$ cat config.mk
export PLATFORM = sky130hd
export DESIGN_NAME = pipeline_instr_tracker_flat
export DESIGN_NICKNAME = d
export VERILOG_FILES = /design/src/rtl/pipeline_instr_tracker_pkg.sv /design/src/rtl/pipeline_instr_tracker_if.sv /design/src/rtl/pipeline_instr_tracker_instr_stage_reg.sv /design/src/rtl/pipeline_instr_tracker.sv /design/src/flat_wrapper.sv
export SDC_FILE = /design/constraint.sdc
export NUM_CORES = 1
export LEC_CHECK = 0
export CAP_MARGIN = 5
export CORE_AREA = 2 2 116 118
export CTS_CLUSTER_SIZE = 28
export DETAILED_ROUTE_END_ITERATION = 12
export DIE_AREA = 0 0 118 120
export PLACE_DENSITY_LB_ADDON = 0.12
export SLEW_MARGIN = 0
export SYNTH_ARGS = -nofsm -noshare
export SYNTH_HDL_FRONTEND = slang
export SYNTH_SLANG_ARGS = --single-unit
$ cat constraint.sdc
create_clock -name clk -period 2.05 [get_ports clk]
set_input_delay 0.5125 -clock clk [delete_from_list [all_inputs] [get_ports clk]]
set_output_delay 0.5125 -clock clk [all_outputs]
set_load 0.05 [all_outputs]
$ cat src/rtl/pipeline_instr_tracker_pkg.sv
// ---------------------------------------------------------------------------
// pipeline_instr_tracker_pkg
// Shared definitions for the 5-stage pipeline instruction tracker and the
// stall controller that feeds it.
//   NOP           : canonical bubble instruction (addi x0,x0,0)
//   pipe_state_e  : action taken by the pipeline in the previous cycle
//   OPC_*         : opcodes the stall controller decodes for hazards
//   opcodeOf()    : helper extracting the opcode field of an instruction
// ---------------------------------------------------------------------------
package pipeline_instr_tracker_pkg;

    localparam logic [31:0] NOP = 32'h0000_0013;

    typedef enum logic [1:0] {
        RUN   = 2'd0,
        STALL = 2'd1,
        FLUSH = 2'd2
    } pipe_state_e;

    localparam logic [6:0] OPC_LOAD   = 7'b0000011;
    localparam logic [6:0] OPC_OP     = 7'b0110011;
    localparam logic [6:0] OPC_OP_IMM = 7'b0010011;
    localparam logic [6:0] OPC_JALR   = 7'b1100111;

    function automatic logic [6:0] opcodeOf(input logic [31:0] instr);
        return instr[6:0];
    endfunction

endpackage

$ cat src/rtl/pipeline_instr_tracker_if.sv
// ---------------------------------------------------------------------------
// pipeline_instr_tracker_if
// Bundles the fetch/hazard inputs and the tracker's status outputs.
//   master : driver side (fetch unit, stall controller, testbench)
//            drives if_instruction, if_valid, stall, flush
//   slave  : tracker side, drives pc_write_en, ifid_write_en, the four
//            stage instruction outputs, pipe_state, stall_timeout,
//            stall_count and flush_count
// ---------------------------------------------------------------------------
interface pipeline_instr_tracker_if
    import pipeline_instr_tracker_pkg::*;
#(
    parameter int CNT_W = 16
);

    logic [31:0]      if_instruction;
    logic             if_valid;
    logic             stall;
    logic             flush;

    logic             pc_write_en;
    logic             ifid_write_en;
    logic [31:0]      IFID_instruction_out;
    logic [31:0]      IDEX_instruction_out;
    logic [31:0]      EXMEM_instruction_out;
    logic [31:0]      MEMWB_instruction_out;
    pipe_state_e      pipe_state;
    logic             stall_timeout;
    logic [CNT_W-1:0] stall_count;
    logic [CNT_W-1:0] flush_count;

    modport master (
        output if_instruction, if_valid, stall, flush,
        input  pc_write_en, ifid_write_en,
               IFID_instruction_out, IDEX_instruction_out,
               EXMEM_instruction_out, MEMWB_instruction_out,
               pipe_state, stall_timeout, stall_count, flush_count
    );

    modport slave (
        input  if_instruction, if_valid, stall, flush,
        output pc_write_en, ifid_write_en,
               IFID_instruction_out, IDEX_instruction_out,
               EXMEM_instruction_out, MEMWB_instruction_out,
               pipe_state, stall_timeout, stall_count, flush_count
    );

endinterface

$ cat src/rtl/pipeline_instr_tracker_instr_stage_reg.sv
// ---------------------------------------------------------------------------
// instr_stage_reg
// One 32-bit pipeline instruction register.
//   clk, reset : clock and synchronous active-high reset (loads NOP)
//   hold_i     : keep current contents
//   bubble_i   : load NOP (wins over hold)
//   instr_i    : next instruction when neither hold nor bubble
//   instr_o    : registered instruction
// ---------------------------------------------------------------------------
module instr_stage_reg
    import pipeline_instr_tracker_pkg::*;
(
    input  logic        clk,
    input  logic        reset,
    input  logic        hold_i,
    input  logic        bubble_i,
    input  logic [31:0] instr_i,
    output logic [31:0] instr_o
);

    logic [31:0] instr_q;

    // Reset beats bubble, bubble beats hold, so a flush always clears a
    // stage even if the same cycle also asked to hold it.
    always_ff @(posedge clk) begin
        if (reset) begin
            instr_q <= NOP;
        end else if (bubble_i) begin
            instr_q <= NOP;
        end else if (!hold_i) begin
            instr_q <= instr_i;
        end
    end

    assign instr_o = instr_q;

endmodule

$ cat src/rtl/pipeline_instr_tracker.sv
// ---------------------------------------------------------------------------
// pipeline_instr_tracker
// Tracks which instruction sits in ID/EX/MEM/WB, applies stall and flush
// control, and keeps stall/flush performance counters.
//   clk, reset : clock, synchronous active-high reset
//   bus        : slave modport of pipeline_instr_tracker_if
//                (fetch word/valid, stall, flush in; write enables, stage
//                 instructions, pipe_state, stall_timeout, counters out)
// Parameters: STALL_LIMIT consecutive stalls raise stall_timeout;
//             CNT_W is the counter width (must match the interface).
// ---------------------------------------------------------------------------
module pipeline_instr_tracker
    import pipeline_instr_tracker_pkg::*;
#(
    parameter int STALL_LIMIT = 4,
    parameter int CNT_W       = 16
)(
    input  logic                     clk,
    input  logic                     reset,
    pipeline_instr_tracker_if.slave  bus
);

    logic        stallOnly;
    logic [31:0] fetchInstr;
    logic [31:0] ifidInstr;
    logic [31:0] idexInstr;
    logic [31:0] exmemInstr;
    logic [31:0] memwbInstr;

    pipe_state_e      state_q;
    logic [CNT_W-1:0] stallCount_q;
    logic [CNT_W-1:0] flushCount_q;
    logic [2:0]       consecStall_q;
    logic [2:0]       consecStall_d;
    logic             timeout_q;

    // Flush overrides stall, so a stall only counts when no flush is present.
    assign stallOnly  = bus.stall && !bus.flush;
    assign fetchInstr = bus.if_valid ? bus.if_instruction : NOP;

    assign bus.pc_write_en   = !stallOnly;
    assign bus.ifid_write_en = !stallOnly;

    // IF/ID holds on a stall and is squashed on a flush; IDEX takes a
    // bubble in both cases. Later stages always advance.
    instr_stage_reg uIfid (
        .clk      (clk),
        .reset    (reset),
        .hold_i   (stallOnly),
        .bubble_i (bus.flush),
        .instr_i  (fetchInstr),
        .instr_o  (ifidInstr)
    );

    instr_stage_reg uIdex (
        .clk      (clk),
        .reset    (reset),
        .hold_i   (1'b0),
        .bubble_i (bus.flush || bus.stall),
        .instr_i  (ifidInstr),
        .instr_o  (idexInstr)
    );

    instr_stage_reg uExmem (
        .clk      (clk),
        .reset    (reset),
        .hold_i   (1'b0),
        .bubble_i (1'b0),
        .instr_i  (idexInstr),
        .instr_o  (exmemInstr)
    );

    instr_stage_reg uMemwb (
        .clk      (clk),
        .reset    (reset),
        .hold_i   (1'b0),
        .bubble_i (1'b0),
        .instr_i  (exmemInstr),
        .instr_o  (memwbInstr)
    );

    // Saturating increment of the consecutive-stall run length.
    always_comb begin
        consecStall_d = consecStall_q;
        if (consecStall_q != 3'd7) begin
            consecStall_d = consecStall_q + 3'd1;
        end
    end

    // Pipeline action state, counters and the sticky timeout. The state has
    // no memory of its own: every cycle it reflects the current flush/stall.
    always_ff @(posedge clk) begin
        if (reset) begin
            state_q       <= RUN;
            stallCount_q  <= '0;
            flushCount_q  <= '0;
            consecStall_q <= 3'd0;
            timeout_q     <= 1'b0;
        end else if (bus.flush) begin
            state_q       <= FLUSH;
            flushCount_q  <= flushCount_q + 1'b1;
            consecStall_q <= 3'd0;
        end else if (bus.stall) begin
            state_q       <= STALL;
            stallCount_q  <= stallCount_q + 1'b1;
            consecStall_q <= consecStall_d;
            if ({29'd0, consecStall_d} >= STALL_LIMIT) begin
                timeout_q <= 1'b1;
            end
        end else begin
            state_q       <= RUN;
            consecStall_q <= 3'd0;
        end
    end

    assign bus.IFID_instruction_out  = ifidInstr;
    assign bus.IDEX_instruction_out  = idexInstr;
    assign bus.EXMEM_instruction_out = exmemInstr;
    assign bus.MEMWB_instruction_out = memwbInstr;
    assign bus.pipe_state            = state_q;
    assign bus.stall_timeout         = timeout_q;
    assign bus.stall_count           = stallCount_q;
    assign bus.flush_count           = flushCount_q;

endmodule
$ cat src/flat_wrapper.sv
// flat-port wrapper written by rule: the top's interface ports become plain ports
module pipeline_instr_tracker_flat import pipeline_instr_tracker_pkg::*;
#(
    parameter int STALL_LIMIT = 4,
    parameter int CNT_W       = 16
)
  (clk, reset, bus_if_instruction, bus_if_valid, bus_stall, bus_flush, bus_pc_write_en, bus_ifid_write_en, bus_IFID_instruction_out, bus_IDEX_instruction_out, bus_EXMEM_instruction_out, bus_MEMWB_instruction_out, bus_pipe_state, bus_stall_timeout, bus_stall_count, bus_flush_count);
  pipeline_instr_tracker_if #(.CNT_W(CNT_W)) bus_i ();
  input  logic clk;
  input  logic reset;
  input wire logic [$bits(bus_i.if_instruction)-1:0] bus_if_instruction;
  input wire logic [$bits(bus_i.if_valid)-1:0] bus_if_valid;
  input wire logic [$bits(bus_i.stall)-1:0] bus_stall;
  input wire logic [$bits(bus_i.flush)-1:0] bus_flush;
  output wire logic [$bits(bus_i.pc_write_en)-1:0] bus_pc_write_en;
  output wire logic [$bits(bus_i.ifid_write_en)-1:0] bus_ifid_write_en;
  output wire logic [$bits(bus_i.IFID_instruction_out)-1:0] bus_IFID_instruction_out;
  output wire logic [$bits(bus_i.IDEX_instruction_out)-1:0] bus_IDEX_instruction_out;
  output wire logic [$bits(bus_i.EXMEM_instruction_out)-1:0] bus_EXMEM_instruction_out;
  output wire logic [$bits(bus_i.MEMWB_instruction_out)-1:0] bus_MEMWB_instruction_out;
  output wire logic [$bits(bus_i.pipe_state)-1:0] bus_pipe_state;
  output wire logic [$bits(bus_i.stall_timeout)-1:0] bus_stall_timeout;
  output wire logic [$bits(bus_i.stall_count)-1:0] bus_stall_count;
  output wire logic [$bits(bus_i.flush_count)-1:0] bus_flush_count;
  assign bus_i.if_instruction = bus_if_instruction;
  assign bus_i.if_valid = bus_if_valid;
  assign bus_i.stall = bus_stall;
  assign bus_i.flush = bus_flush;
  assign bus_pc_write_en = bus_i.pc_write_en;
  assign bus_ifid_write_en = bus_i.ifid_write_en;
  assign bus_IFID_instruction_out = bus_i.IFID_instruction_out;
  assign bus_IDEX_instruction_out = bus_i.IDEX_instruction_out;
  assign bus_EXMEM_instruction_out = bus_i.EXMEM_instruction_out;
  assign bus_MEMWB_instruction_out = bus_i.MEMWB_instruction_out;
  assign bus_pipe_state = bus_i.pipe_state;
  assign bus_stall_timeout = bus_i.stall_timeout;
  assign bus_stall_count = bus_i.stall_count;
  assign bus_flush_count = bus_i.flush_count;
  pipeline_instr_tracker #(.STALL_LIMIT(STALL_LIMIT), .CNT_W(CNT_W)) u_core (.clk(clk), .reset(reset), .bus(bus_i));
endmodule
==> flow_summary_export.csv, run 1 <==
group,metric,value,unit
grt,grt_pass1_wl,20400,um
synth,yosysSeqAreaShare,60.1,%
drt,drc_errors,0,
finish,fin_cells,963,
synth,syn_area_per_cell,9.82,um2
power_and_ir_drop,total_power,6.87,mW
floorplan,rows,42,
clock_network,clkLatencyLatePin,0.42,ns
placement,io_buffers,201,
drt,ant_nets,0,
clock_network,clk_path_buf_depth,2,
critical_path,path_max_fanout,4,
grt,antenna_found_initial,0,
grt,grt_pass1_vias,4157,
critical_path,slowest_delay,0.55,ns
power_and_ir_drop,ir_drop,558,uV
critical_path,critPathSlowestCell,"dlygate4sd2_1",
power_and_ir_drop,cellLeakagePower,3.93,nW
clock_network,clk_pin_slew,0.06,ns
drt,avgRoutedWirePerCell,13.3,um
synth,syn_inst,563,
power_and_ir_drop,power_density,840,nW/um2
sta,rsz0062_at_grt,"false",
synth,netlist_area,5530,um2
run,cap_violations,0,
critical_path,timing.rr.end,"u_core.bus.stall_count[14]",
placement,gp_congestion,0.795,
worst_hold_path,min_path_cells,1,
clock_network,cts_tree,"yes",
clock_network,h-tree-depth,4,
synth,ys_types,39,
critical_path,path_cells,"dlygate4sd2_1",
critical_path,r2r-start,"u_core.bus.stall_count[4]",
critical_path,critical-path-top-delay-family,"buffers and inverters",
synth,synth-edff-count,0,
synth,ys_ff_latch,166,
critical_path,critPathArrivalTime,1.34,ns
status,status,"finished clean",
critical_path,endpoint_kind,"output pin",
sta,fin_crit,1.86,ns
sta,hold_viol_final,0,
drt,via_per_inst,4.53,
clock_network,numCtsBuffers,17,
drt,wirelength,12800,um
floorplan,ios,202,
placement,dp_hpwl,9270,um
synth,synthFlopType,"dfxtp_1",
finish,diodes,0,
finish,layout-drive-gt1-share,15.5,%
grt,grtUsageTotal,18.3,%
sta,worst_pin_slew,0.529,ns
critical_path,path_buf_inv,1,
drt,drtPass1Iterations,4,
finish,nets,814,
critical_path,cp.required,1.54,ns
grt,grt_max_degree,48,
worst_hold_path,hp-class,"reg2reg",
placement,placed_cell_area,7700,um2
sta,fin_crit_sh,90.6,%
floorplan,initial_utilization,42.6,%
sta,slew_headroom,64.9,%
synth,async_reset_ff_share,0,%
critical_path,rr_worst_depth,4,
placement,placed_cells,931,
finish,layout_common_cells,"166 x dfxtp_1, 112 x dlygate4sd2_1, 92 x nor2_1, 69 x buf_4, 64 x nor2b_1",
sta,slew_violations,0,
sta,hold_ws,0.428,ns
sta,fmax,0.539,GHz
worst_hold_path,holdCritStartpoint,"u_core.uExmem.instr_o[4]",
finish,syn_to_final_growth,47.9,%
sta,setup_viol,0,
critical_path,startpoint_type,"register",
floorplan,die_area,14200,um2
synth,syn_nets,603,
clock_network,cts_sinks,166,
critical_path,r2r_slack,0.45,ns
synth,yosys_warnings,0,
clock_network,postCtsSetupBuffers,0,
critical_path,critPathKind,"reg2out",
sta,skew,0.00447,ns
drt,drt_iter0_drc,270,
floorplan,die_h,120,um
finish,final_common_cell,"dfxtp_1",
floorplan,dieWidth,118,um
clock_network,cts_root_buffer,"clkbuf_16",
grt,globalRoute.totalOverflow,0,
finish,stdcell_area,8170,um2
floorplan,core_area,13000,um2
drt,num_vias,4366,
worst_hold_path,min_to,"u_core.uMemwb.instr_o[4]",
-- layout make-up --
class	instances	area, um2
fillers	1148	4810
flip-flops and latches	166	3320
multi-input cells	357	2020
repair buffers	225	1990
clock buffers	23	468
well taps	176	220
clock inverters	9	125
inverters	7	26.3
-- sequential cells by signal, indices dropped and copies added, names as in the netlist, named ones only --
register	flops
u_core.uExmem.instr_o	32
u_core.uIdex.instr_o	32
u_core.uIfid.instr_o	32
u_core.uMemwb.instr_o	32
u_core.bus.flush_count	16
u_core.bus.stall_count	16
u_core.bus.pipe_state	2
u_core.consecStall_q	2
u_core.bus.stall_timeout	1
-- how the worst max path moves through the flow --
| stage | cells past startpoint | endpoint | slack (ns) | start |
|---|---|---|---|---|
| after floorplan | 5 | u_core.bus.stall_count[12] | 0.009 | u_core.bus.stall_count[0] |
| after global placement | 5 | u_core.bus.stall_count[14] | -0.15 | bus_flush |
| after detailed placement | 5 | u_core.bus.stall_count[14] | -0.21 | bus_flush |
| after CTS | 1 | bus_pipe_state[1] | 0.0004 | u_core.bus.pipe_state[1] |
| after global routing | 1 | bus_flush_count[8] | 0.13 | u_core.bus.flush_count[8] |
| final | 1 | bus_flush_count[8] | 0.19 | u_core.bus.flush_count[8] |
-- report_power, final --
group	total, mW	internal [mW]	switching, mW
Clock	3.19	1.97	1.21
Sequential	3.27	3.25	0.0194
Combinational	0.409	0.161	0.248
Total	6.87	5.39	1.48
-- cell families after synthesis --
family	share of synthesized area (%)
AOI/OAI and AO/OA	4.26
xor gates and xnor gates	3.49
adders and majority gates	0.679
buffers and inverters	3.37
DFF	60.1
muxes	0.973
and+or+nand+nor	27.1
-- timing repair --
item / in CTS / in global routing
setup endpoints to repair: 114 / 7
resized for setup: 114 / 6
hold buffers: 0 / 0
-- stage by stage --
step | setup WS (ns) | util (%) | TNS (ns)
finish | 0.193 | 63.0 | 0
global route | 0.132 | 63.0 | 0
CTS | 0.000376 | 62.9 | 0
detailed placement | -0.214 | 59.4 | -1.37
global placement | -0.148 | 59.4 | -1.09
floorplan | 0.00943 | - | 0
-- cells in the mapped netlist, drive strengths merged (3+ instances only) --
library cell / count / share of area [%]
nand2: 39 / 2.8
xor2: 5 / 0.79
dfxtp: 166 / 60
nand4: 7 / 1.2
nand3: 8 / 0.72
nor4: 7 / 1.2
and2: 29 / 3.3
nor2b: 65 / 7.4
clkbuf: 23 / 1.7
o21ai: 6 / 0.54
or3: 6 / 0.68
nor3: 12 / 1.1
or2: 7 / 0.79
xnor2: 17 / 2.7
inv: 7 / 0.48
nor2: 93 / 6.3
mux2: 3 / 0.61
nor3b: 3 / 0.41
a21oi: 36 / 3.3
buf: 10 / 1.2
ha: 3 / 0.68
-- layer usage --
metal	vias up	routed length (um)	global-route usage (%)
met4	0	374	9.19
met3	28	881	6.51
met2	133	6150	30.5
li1	2224	-	-
met5	-	0	0
met1	1981	5390	21.0
(Power assumes the default switching activity.)
==> run 2: changes to the inputs <==
--- a/config.mk
+++ b/config.mk
@@ -5,7 +5,7 @@
 export SDC_FILE = /design/constraint.sdc
 export NUM_CORES = 1
 export LEC_CHECK = 0
-export CAP_MARGIN = 5
+export CAP_MARGIN = 20
 export CORE_AREA = 2 2 116 118
 export CTS_CLUSTER_SIZE = 28
 export DETAILED_ROUTE_END_ITERATION = 12
==> results of run 2 <==
Same layout as run 1: the final DEF is identical, and so are final timing and power.
==> run 3: changes to the inputs <==
--- a/config.mk
+++ b/config.mk
@@ -11,6 +11,7 @@
 export DETAILED_ROUTE_END_ITERATION = 12
 export DIE_AREA = 0 0 118 120
 export PLACE_DENSITY_LB_ADDON = 0.12
+export REMOVE_ABC_BUFFERS = 1
 export SLEW_MARGIN = 0
 export SYNTH_ARGS = -nofsm -noshare
 export SYNTH_HDL_FRONTEND = slang
==> run 3 against run 2 <==
  * Sequential share of layout area grew 0.14 points
  * Maximum frequency is 5.1% lower
  * Clock power decreased by 5%
  * Critical endpoint is now bus_pc_write_en
  * Final cell count decreased by 0.52%
  * Sequential cell count unchanged
  * Utilization down 0.21 points
  * Die area did not move
==> flow_summary_export.csv, run 3 (synthesis results as in run 1) <==
group,metric,value,unit
status,status,"finished clean",
finish,fin_cells,958,
critical_path,cp.required,1.54,ns
grt,grtUsageMet1,22.1,%
floorplan,core_area,13000,um2
floorplan,die_h,120,um
drt,avgRoutedWirePerCell,13.9,um
drt,num_vias,4355,
sta,slew_violations,0,
sta,hold_ws,0.434,ns
critical_path,startpoint,"bus_flush",
power_and_ir_drop,cellLeakagePower,3.95,nW
floorplan,initial_utilization,42.6,%
drt,drtPass1Iterations,6,
critical_path,critPathArrivalTime,1.44,ns
critical_path,critPathKind,"in2out",
finish,layout-drive-gt1-share,16.3,%
sta,skew,0.00567,ns
grt,grtUsageTotal,19.1,%
power_and_ir_drop,total_power,6.71,mW
placement,dp_hpwl,9540,um
clock_network,cts_tree,"yes",
drt,via_per_inst,4.55,
grt,grtUsageMet3,7.46,%
grt,globalRoute.totalOverflow,0,
grt,grt_pass1_wl,21500,um
placement,gp_congestion,0.777,
critical_path,endpoint_kind,"output pin",
clock_network,cts_sinks,166,
sta,hold_viol_final,0,
sta,fin_crit_sh,95.5,%
clock_network,clk_path_buf_depth,2,
grt,antenna_found_initial,0,
grt,grt_pass1_vias,4389,
clock_network,clk_pin_slew,0.06,ns
clock_network,cts_root_buffer,"clkbuf_16",
finish,multi_input_area,2020,um2
drt,ant_nets,0,
critical_path,critPathCapture,"bus_pc_write_en",
finish,regArea,3320,um2
finish,layout_common_cells,"166 x dfxtp_1, 97 x dlygate4sd2_1, 92 x nor2_1, 70 x buf_4, 64 x nor2b_1",
finish,final_common_cell,"dfxtp_1",
critical_path,r2r_slack,0.32,ns
clock_network,numCtsBuffers,17,
floorplan,die_area,14200,um2
placement,placed_cells,926,
grt,grt_max_degree,69,
sta,setup_viol,0,
sta,fin_crit,1.96,ns
finish,syn_to_final_growth,47.4,%
drt,drt_iter0_drc,190,
worst_hold_path,hp-class,"reg2reg",
placement,io_buffers,201,
critical_path,startpoint_type,"input pin",
sta,rsz0062_at_grt,"false",
sta,fmax,0.511,GHz
floorplan,ios,202,
floorplan,dieWidth,118,um
critical_path,rr_worst_depth,5,
grt,grt_busiest_layer,"met2",
clock_network,h-tree-depth,4,
drt,drc_errors,0,
critical_path,path_max_fanout,5,
clock_network,clkLatencyLatePin,0.41,ns
power_and_ir_drop,ir_drop,482,uV
power_and_ir_drop,power_density,823,nW/um2
sta,slew_headroom,64.4,%
drt,wirelength,13400,um
sta,worst_pin_slew,0.536,ns
finish,nets,809,
finish,nFillCells,1148,
critical_path,r2r-start,"u_core.bus.stall_count[0]",
floorplan,rows,42,
grt,use_met2,32.0,%
run,cap_violations,0,
critical_path,timing.rr.end,"u_core.bus.stall_count[14]",
[run 3: worst max-delay path, cell delays in order]
cell,delay [ns]
clkdlybuf4s50_1,0.51
nor2b_2,0.18
inv_2,0.08
buf_12,0.15
[run 3: power by group]
group          leakage, nW  switching [mW]  internal (mW)  total (mW)
Clock                0.283            1.21           1.81        3.02
Combinational         2.32           0.248          0.158       0.406
Sequential            1.34          0.0229           3.25        3.28
[run 3: how the worst min path moves through the flow]
stage               depth (start not counted)                startpoint                         to
global route                                1   u_core.uIdex.instr_o[1]   u_core.uExmem.instr_o[1]
detailed placement                          1   u_core.uIdex.instr_o[4]   u_core.uExmem.instr_o[4]
global placement                            1  u_core.uExmem.instr_o[4]   u_core.uMemwb.instr_o[4]
CTS                                         2                     reset  u_core.uMemwb.instr_o[16]
floorplan                                   2   u_core.consecStall_q[2]    u_core.consecStall_q[2]
finish                                      1   u_core.uIdex.instr_o[1]   u_core.uExmem.instr_o[1]
[run 3: timing repair]
item	CTS	global route
hold buffers	0	0
setup buffers	0	0
endpoints found under the setup margin	99	15
gates cloned	0	0
gates resized for setup	98	14
endpoints found under the hold margin	0	0
[run 3: stage by stage]
step           cell area [um2]  setup WS, ns  utilization (%)  TNS (ns)
6_report                  8150        0.0929             62.8         0
5_1_grt                   8140        0.0224             62.7         0
4_1_cts                   8110       0.00113             62.5         0
3_5_place_dp              7660        -0.113             59.0     -1.61
3_3_place_gp              7660        -0.109             59.0    -0.341
2_1_floorplan             5370       0.00943                -         0
[run 3: final cells by class]
| cell class | instances | share of cell area [%] |
|---|---|---|
| sequential | 166 | 40.8 |
| multi-input combinational | 357 | 24.8 |
| timing repair buffer | 220 | 24.3 |
| clock buffer | 22 | 6.07 |
| tap | 176 | 2.70 |
| clock inverter | 9 | 0.922 |
| inverter | 7 | 0.323 |
| antenna | 1 | 0.0307 |
[run 3: routing by layer]
metal | vias to the layer above | routed length, um
li1 | 2207 | -
met1 | 2010 | 5800
met2 | 123 | 6360
met3 | 15 | 968
met4 | 0 | 225
met5 | - | 0
